==> config.mk <==
export PLATFORM = sky130hd
export DESIGN_NAME = fp_result_collector
export DESIGN_NICKNAME = d
export VERILOG_FILES = /design/src/rtl/fp_result_collector.sv
export SDC_FILE = /design/constraint.sdc
export NUM_CORES = 1
export LEC_CHECK = 0
export BUFFER_PORTS_ARGS = -buffer_cell sky130_fd_sc_hd__buf_2
export CAP_MARGIN = 20
export CORE_ASPECT_RATIO = 2
export CORE_MARGIN = 5
export CORE_UTILIZATION = 59
export CTS_BUF_LIST = sky130_fd_sc_hd__clkbuf_8 sky130_fd_sc_hd__clkbuf_16
export CTS_CLUSTER_DIAMETER = 60
export DETAILED_ROUTE_END_ITERATION = 8
export PLACE_DENSITY = 0.93
export SYNTH_ARGS = -nofsm -noshare
export SYNTH_HDL_FRONTEND = slang
export SYNTH_SLANG_ARGS = --single-unit
==> constraint.sdc <==
create_clock -name clk -period 6.2 [get_ports clk]
set_input_delay 1.24 -clock clk [delete_from_list [all_inputs] [get_ports clk]]
set_output_delay 1.24 -clock clk [all_outputs]
set_load 0.01 [all_outputs]
==> src/rtl/fp_result_collector.sv <==
// Result capture FSM, FWFT FIFO and special-result counters behind the FP adder.
// Counter logic is built only when FP_RES_STATS_EN is defined.
module fp_result_collector #(
  parameter int DEPTH = 4,
  parameter int CNT_W = 16
) (
  input  logic                         clk,
  input  logic                         reset,
  input  logic                         rready,
  input  logic [31:0]                  rout,
  input  logic                         nan_in,
  input  logic                         inf_in,
  input  logic                         err_in,
  output logic                         rtaken,
  output logic                         out_valid,
  input  logic                         out_ready,
  output logic [31:0]                  out_data,
  output logic [2:0]                   out_flags,
  output logic [$clog2(DEPTH+1)-1:0]   level,
  input  logic                         clr_cnt,
  output logic [CNT_W-1:0]             nan_cnt,
  output logic [CNT_W-1:0]             inf_cnt,
  output logic [CNT_W-1:0]             err_cnt
);

  localparam int AW = $clog2(DEPTH);
  localparam int LW = $clog2(DEPTH+1);

  typedef enum logic [1:0] {
    IDLE,
    TAKE,
    WAIT_LOW
  } state_t;

  state_t state, state_n;

  logic [34:0]   mem [DEPTH];
  logic [AW-1:0] rd_ptr, wr_ptr;
  logic          full, push, pop;

  assign full      = (level == LW'(DEPTH));
  assign out_valid = (level != '0);
  assign pop       = out_valid && out_ready;

  always_comb begin
    state_n = state;
    push    = 1'b0;
    rtaken  = 1'b0;
    unique case (state)
      IDLE: begin
        if (rready && !full) begin
          push    = 1'b1;
          state_n = TAKE;
        end
      end
      TAKE: begin
        rtaken  = 1'b1;
        state_n = WAIT_LOW;
      end
      WAIT_LOW: begin
        if (!rready) state_n = IDLE;
      end
      default: state_n = IDLE;
    endcase
  end

  always_ff @(posedge clk or negedge reset) begin
    if (!reset) begin
      state  <= IDLE;
      rd_ptr <= '0;
      wr_ptr <= '0;
      level  <= '0;
    end else begin
      state <= state_n;
      if (push) wr_ptr <= wr_ptr + AW'(1);
      if (pop)  rd_ptr <= rd_ptr + AW'(1);
      level <= level + LW'(push) - LW'(pop);
    end
  end

  always_ff @(posedge clk) begin
    if (push) mem[wr_ptr] <= {err_in, inf_in, nan_in, rout};
  end

  // Head is gated so the outputs read 0 whenever the FIFO is empty.
  assign out_data  = out_valid ? mem[rd_ptr][31:0]  : '0;
  assign out_flags = out_valid ? mem[rd_ptr][34:32] : '0;

`ifdef FP_RES_STATS_EN
  function automatic logic [CNT_W-1:0] sat_inc(
    input logic [CNT_W-1:0] c,
    input logic             f
  );
    return (f && (c != '1)) ? c + CNT_W'(1) : c;
  endfunction

  always_ff @(posedge clk or negedge reset) begin
    if (!reset) begin
      nan_cnt <= '0;
      inf_cnt <= '0;
      err_cnt <= '0;
    end else if (clr_cnt) begin
      nan_cnt <= '0;
      inf_cnt <= '0;
      err_cnt <= '0;
    end else if (push) begin
      nan_cnt <= sat_inc(nan_cnt, nan_in);
      inf_cnt <= sat_inc(inf_cnt, inf_in);
      err_cnt <= sat_inc(err_cnt, err_in);
    end
  end
`else
  logic unused_clr;
  assign unused_clr = clr_cnt;
  assign nan_cnt    = '0;
  assign inf_cnt    = '0;
  assign err_cnt    = '0;
`endif

endmodule
# Word level (Yosys, flattened, before mapping)
# Memories as Yosys holds them, arrays and structs flattened.
# Cells that the tools add are included.
# word_totals
regBits	9
ram_bits	140
inputBits	40
wordCells	30
mem_count	1
# classes
add_sub_neg	4
eq_ne	5
mux	10
n_reduce_logical	6
# mem_list
name	words	word_bits	rd	rd_ports_with_merged_regs	write_ports	line_no	text
mem	4	35	1	0	1	37	logic [34:0] mem [DEPTH];
# ops
operator	count
$mux W32	1
$pmux W2 S3	1
$mux W1	5
$add A2 B1 Y2 const B	2
$mux W2	2
$ne A2 B2 Y1 const B	2
$add A3 B1 Y3	1
$eq A3 B3 Y1 const B	1
$mux W3	1
$reduce_bool A3 Y1	1
$sub A3 B1 Y3	1
$eq A2 B1 Y1 const B	1
$eq A2 B2 Y1 const B	1
$logic_and A1 B1 Y1	2
$logic_not A2 Y1	1
$reduce_and A2 Y1	1
$logic_not A1 Y1	1

# Longest topological paths before layout
# Gate-level depths: netlist of run 1.
# depth
ltp_word	7
depth_mapped	10
ltp_nobuf	10

# Worst setup path after synthesis of run 1
# Ideal clock, no wire load.
# synth_timing
kind	input -> register
startpoint	in rready
endpoint	reg level[2]
t_arrival_ps	2958
setup_slack_ps	3113
cell_stages	10
cell_sequence	inv_1 a2111oi_4 inv_1 ha_1 inv_1 ha_1 inv_1 fa_1 xnor2_1 xnor2_1
# synth_between
elab_chain_len	5
# synth_rtl
element	line_no	text
start, declared	9	input logic rready,
$logic_and A1 B1 Y1	51	if (rready && !full) begin
$mux W1	51	
$mux W1	49	unique case (state)
$add A3 B1 Y3	77	level <= level + LW'(push) - LW'(pop);
$sub A3 B1 Y3	77	
end signal, assigned	77	
end, declared	19	output logic [$clog2(DEPTH+1)-1:0] level,
# No other way between the ends.
# A chain may end at the register's enable or synchronous reset.

# Worst setup path in the final report of run 1
# layout_timing
startpoint	reg rd_ptr[0]
endpoint	out out_data[13]
# layout_between
elab_chain_len	2
# layout_rtl
element	line_no	text
start, declared	38	logic [AW-1:0] rd_ptr, wr_ptr;
start signal, assigned	76	if (pop) rd_ptr <= rd_ptr + AW'(1);
$mem_v2 Z4 W35	--	
$mux W32	86	assign out_data = out_valid ? mem[rd_ptr][31:0] : '0;
end, declared	17	output logic [31:0] out_data,
# No other way between the ends.

==> run metrics, run 1 <==
Total Routing Usage GR 0.173; Setup Buffers After CTS 0; async set or reset register ratio after synthesis 0.0604; Initial Util 0.593; WP data required 4.96 ns; Distinct cells, synth 24; r2r startpoint level[2]; Top-Level Pins 128; antenna violations before repair 0; Slew Limit Fails 0; Hold Crit Start state[0]; number of synthesized flops with an enable pin 140; GP Congestion 0.701; top sig layer met4; multiplexer share of the synthesized area 0.132; max_slew headroom 0.374; die area 12700 sq um; Seq/Total Area, Yosys 0.717; RSZ-0062 raised after global routing no; fin crit period 3.51 ns; crit end category primary output; CP Class reg2out; number of diodes 0; final hold slack 0.543 ns; run status complete, no violations; filler cell count 679; post_cts resized 0; total gr overflow 0; final setup fails 0; metal3 WL 661 um; period utilization 0.566; post-synth top area cell edfxtp_1; syn_area_per_cell 19.8 sq um; hold-fix buffers at CTS 0; total chip power 3.43 mW; Syn-to-layout area delta 15.0%; clk root buf clkbuf_16; synthesized flop and latch total 149; Buffers on Ports 78; CTS Sinks 149; synth warn 0; share of the synthesized area in the top cell type 0.681; Main synth FF type edfxtp_1; routed via count 2786; Routed Wire Length 10.1 mm; total CTS buffers 17; Placement Cell Area 6510 sq um; vias per cell 5.09; Die X 82.3 um; wire length on met2 5.76 mm; Fin Clk Skew 0.00758 ns; clk buf depth 2; H-tree depth 4; core area 10400 sq um; Synth Area in Compound Gates 0.00446; count leader, synth edfxtp_1; top cells by area, synth edfxtp_1, mux4_2, buf_4; Hold Crit Endpoint state[0]; Peak VDD IR 340 uV; Final Hold Viols 0; detailed placement HPWL 6.48 mm; number of global-route vias before repair 3002; Hold WC Path Type reg2reg; num rows 53; most instantiated cells after synthesis edfxtp_1, buf_4, and2_1; R2R depth 9; worst slew pin tran 0.940 ns; FF-to-FF setup slack 3.52 ns; layout cell share with drive strength beyond 1 0.366; Worst R2R End level[2]; drt pass-1 iters 4; xor and xnor area share after synthesis 0.00709; largest family of logic cells by synthesized area multiplexers; CTS tree done; Leak 2.61 nW; Critical Path AT 2.27 ns; P per Cell Area 484 nW/um^2; simple-gate share of the synthesized area 0.0474; Synth Instances 312; Antenna Nets Post-Route 0; largest net degree at the start of global routing 38; crit start category register; area of the multi-input gates 1450 sq um; post-route cell area 7100 sq um; Clk pin slew, worst setup/hold paths 0.06 ns; Mapped Area 6170 sq um; fmax 0.285 GHz; wire length on met1 3.36 mm; first-pass GRT wire length 15.5 mm; hold path depth 1; Setup TNS Final 0 ns; Final #Nets 445; worst skew pair latency 0.42 ns; die height 155 um; CP max FO 37; routed wire length per instance 18.5 um; FF/Latch Area 4430 sq um; Max Cap Viol 0; synthesized-area fraction occupied by adder cells 0.0154; DRC 0; DR iter-0 viols 139
## report_power, final
part | total, mW | internal (mW) | switching (mW) | leakage, nW
clock network | 0.999 | 0.626 | 0.372 | 0.284
logic | 1.03 | 0.518 | 0.513 | 0.947
registers | 1.41 | 1.30 | 0.109 | 1.38
## worst max-delay path: stages, from the launching register on
cell	delay, ns
dfrtp_2	0.33
buf_4	0.57
mux4_1	0.63
and2_1	0.18
buf_2	0.14
## layout make-up
cell class                      count  share of cell area
Sequential cell                   149               0.624
Clock buffer                       17              0.0599
Inverter                            7             0.00370
Tap cell                          137              0.0242
Timing Repair Buffer               80              0.0599
Clock inverter                     14              0.0229
Multi-Input combinational cell    143               0.205
## cell families after synthesis
| group | after synthesis |
|---|---|
| adder cells (fa/ha/maj) | 7 |
| buffers and inverters | 67 |
| AO/OA/AOI/OAI | 1 |
| AND/OR/NAND/NOR | 46 |
| other | 1 |
| XOR/XNOR | 5 |
| flip-flops | 149 |
| multiplexers | 36 |
## per-layer routing
metal / track usage / vias up
met5: 0 / -
met4: 0.0951 / 0
met3: 0.0402 / 26
met2: 0.308 / 113
met1: 0.178 / 1377
li1: - / 1270
## cells in the final DEF, fill, tap and decap left out, drive strengths merged, types with 2 or more instances in the layout
cell | Yosys | layout
bufinv | 0 | 3
edfxtp | 140 | 140
xnor2 | 4 | 4
and2 | 40 | 40
ha | 6 | 6
dfrtp | 9 | 9
inv | 7 | 7
mux4 | 35 | 35
clkinv | 0 | 9
clkbuf | 4 | 17
conb | 1 | 48
clkinvlp | 0 | 2
buf | 56 | 80
## state kept, by name, summed over array words and instances, names as in the netlist
signal and flops:
wr_ptr 2, state 2, rd_ptr 2, mem 140, level 3
## per-stage QoR
stage / setup slack, ns / util / instances
final: 2.69 / 0.682 / 547
after global routing: 2.50 / 0.682 / 547
after CTS: 2.63 / 0.682 / 547
after detailed placement: 2.80 / 0.625 / 516
after global placement: 2.89 / 0.623 / 515
after floorplan: 3.11 / - / 359
## worst max-delay path by stage
stage	from	end
4_1_cts	rd_ptr[0]	out_data[13]
3_5_place_dp	rready	level[2]
3_3_place_gp	rready	level[2]
6_report	rd_ptr[0]	out_data[13]
5_1_grt	rd_ptr[0]	out_data[7]
2_1_floorplan	rready	level[2]
No activity file was read; power rests on OpenSTA's default activity.
==> run 2: changes to the inputs <==
--- a/config.mk
+++ b/config.mk
@@ -9,11 +9,11 @@
 export CAP_MARGIN = 20
 export CORE_ASPECT_RATIO = 2
 export CORE_MARGIN = 5
-export CORE_UTILIZATION = 59
+export CORE_UTILIZATION = 54
 export CTS_BUF_LIST = sky130_fd_sc_hd__clkbuf_8 sky130_fd_sc_hd__clkbuf_16
 export CTS_CLUSTER_DIAMETER = 60
 export DETAILED_ROUTE_END_ITERATION = 8
-export PLACE_DENSITY = 0.93
+export PLACE_DENSITY = 0.87
 export SYNTH_ARGS = -nofsm -noshare
 export SYNTH_HDL_FRONTEND = slang
 export SYNTH_SLANG_ARGS = --single-unit
==> constraint.sdc (replaced) <==
create_clock -name clk -period 3.3 [get_ports clk]
set_input_delay 0.66 -clock clk [delete_from_list [all_inputs] [get_ports clk]]
set_output_delay 0.66 -clock clk [all_outputs]
set_load 0.01 [all_outputs]
==> run metrics, run 2 (synthesis results as in run 1) <==
area of the multi-input gates 1450 sq um; Clk pin slew, worst setup/hold paths 0.06 ns; grt peak-use layer met2; fmax 0.358 GHz; most frequent cells in the layout edfxtp_1, buf_2, conb_1; total CTS buffers 17; GR Util met3 0.0449; period utilization 0.847; final setup fails 0; GR Util met1 0.178; post_cts resized 0; CP max FO 36; Syn-to-layout area delta 16.3%; routed via count 2899; Hold WC Path Type in2async; switching portion of total power 0.292; max reg flops 140; crit start category register; Leak 2.64 nW; R2R depth 11; Slew Limit Fails 0; Initial Util 0.547; FF/Latch Area 4430 sq um; Placement Cell Area 6590 sq um; filler cell count 790; worst skew pair latency 0.41 ns; commonest non-fill, non-tap cell in the layout edfxtp_1; vias per cell 5.19; worst slew pin tran 0.902 ns; drt pass-1 iters 4; power share of the combinational group 0.306; fin crit period 2.80 ns; Sw Pwr 1.90 mW; GP Congestion 0.727; Peak VDD IR 500 uV; P per Cell Area 907 nW/um^2; core area 11300 sq um; num rows 55; max_slew headroom 0.399; Worst R2R End level[2]; post-route cell area 7180 sq um; Reg with most FFs mem; Int Power 4.61 mW; H-tree depth 4; DRC 0; Final Hold Viols 0; first-pass GRT wire length 16.8 mm; met2 GRT Util 0.289; Critical Path AT 2.14 ns; WP data required 2.64 ns; run status complete, no violations; Seq pwr share 0.405; clk root buf clkbuf_16; Setup TNS Final 0 ns; clk buf depth 2; CTS tree done; Max Cap Viol 0; DR iter-0 viols 136; total gr overflow 0; CTS Sinks 149; detailed placement HPWL 7.01 mm; Total Routing Usage GR 0.166; layout cell share with drive strength beyond 1 0.377; Clock Power Share 0.290; slowest stage delay, CP 0.96 ns; crit-path cells mux4_2 -> and2_1 -> buf_2; Fin Clk Skew 0.00658 ns; Die X 85.6 um; Setup Buffers After CTS 0; antenna violations before repair 2; routed wire length per instance 19.1 um; r2r startpoint level[1]; Antenna Nets Post-Route 0; Top-Level Pins 128; FF-to-FF setup slack 0.85 ns; CP Class reg2out; largest registers mem (140), level (3); Critical-path top delay cell dfrtp_2; RSZ-0062 raised after global routing no; hold-fix buffers at CTS 0; die height 161 um; number of global-route vias before repair 3103; Buffers on Ports 78; Final #Nets 451; Routed Wire Length 10.7 mm; crit end category primary output; die area 13800 sq um; largest net degree at the start of global routing 38
## run 2: changes by cell type in the layout (fill, tap and decap cells not counted), sizes merged
cell      change
clkinvlp      +1
clkinv        -1
buf           +6
diode         +1
## run 2: how the worst max path moves through the flow
stage | start | end | depth (start not counted)
floorplan | rready | level[2] | 10
global placement | rready | level[2] | 12
detailed placement | rready | level[2] | 12
CTS | rd_ptr[0] | out_data[0] | 4
global route | rd_ptr[0] | out_data[0] | 4
finish | rd_ptr[1] | out_flags[0] | 3
## run 2: layout make-up
class                      instances  area share
multi-input combinational        143       0.202
timing repair buffer              86      0.0697
inverter                           7     0.00366
tap                              142      0.0247
sequential                       149       0.617
clock buffer                      17      0.0592
clock inverter                    14      0.0227
antenna                            1    0.000348
## run 2: layer usage
| metal | part of all wire | vias to the layer above |
|---|---|---|
| li1 | - | 1286 |
| met1 | 0.36 | 1475 |
| met2 | 0.55 | 107 |
| met3 | 0.054 | 29 |
| met4 | 0.038 | 2 |
| met5 | 0.0014 | - |
## run 2: power by group through the flow
stage	Sequential [mW]	Clock (mW)	Combinational [mW]
global route	2.67	2.01	2.16
CTS	2.64	1.92	2.04
detailed placement	2.68	0	2.03
floorplan	2.55	0	1.47
finish	2.64	1.89	1.99
global placement	2.65	0	1.98
## run 2: through the flow
step	power (mW)	instances	setup slack [ns]	util	hold WS, ns
5_1_grt	6.83	559	0.396	0.636	0.0910
3_5_place_dp	4.71	527	0.612	0.584	0.522
4_1_cts	6.60	558	0.461	0.636	0.0790
6_report	6.51	559	0.504	0.636	0.0887
3_3_place_gp	4.63	527	0.675	0.584	0.515
2_1_floorplan	4.03	359	0.793	-	0.364
## run 2: critical path, delay by kind of cell (launching register included)
| family | cells | cell delay [ns] |
|---|---|---|
| flops | 1 | 0.96 |
| mux | 1 | 0.41 |
| simple gates | 1 | 0.20 |
| buf+inv | 1 | 0.15 |
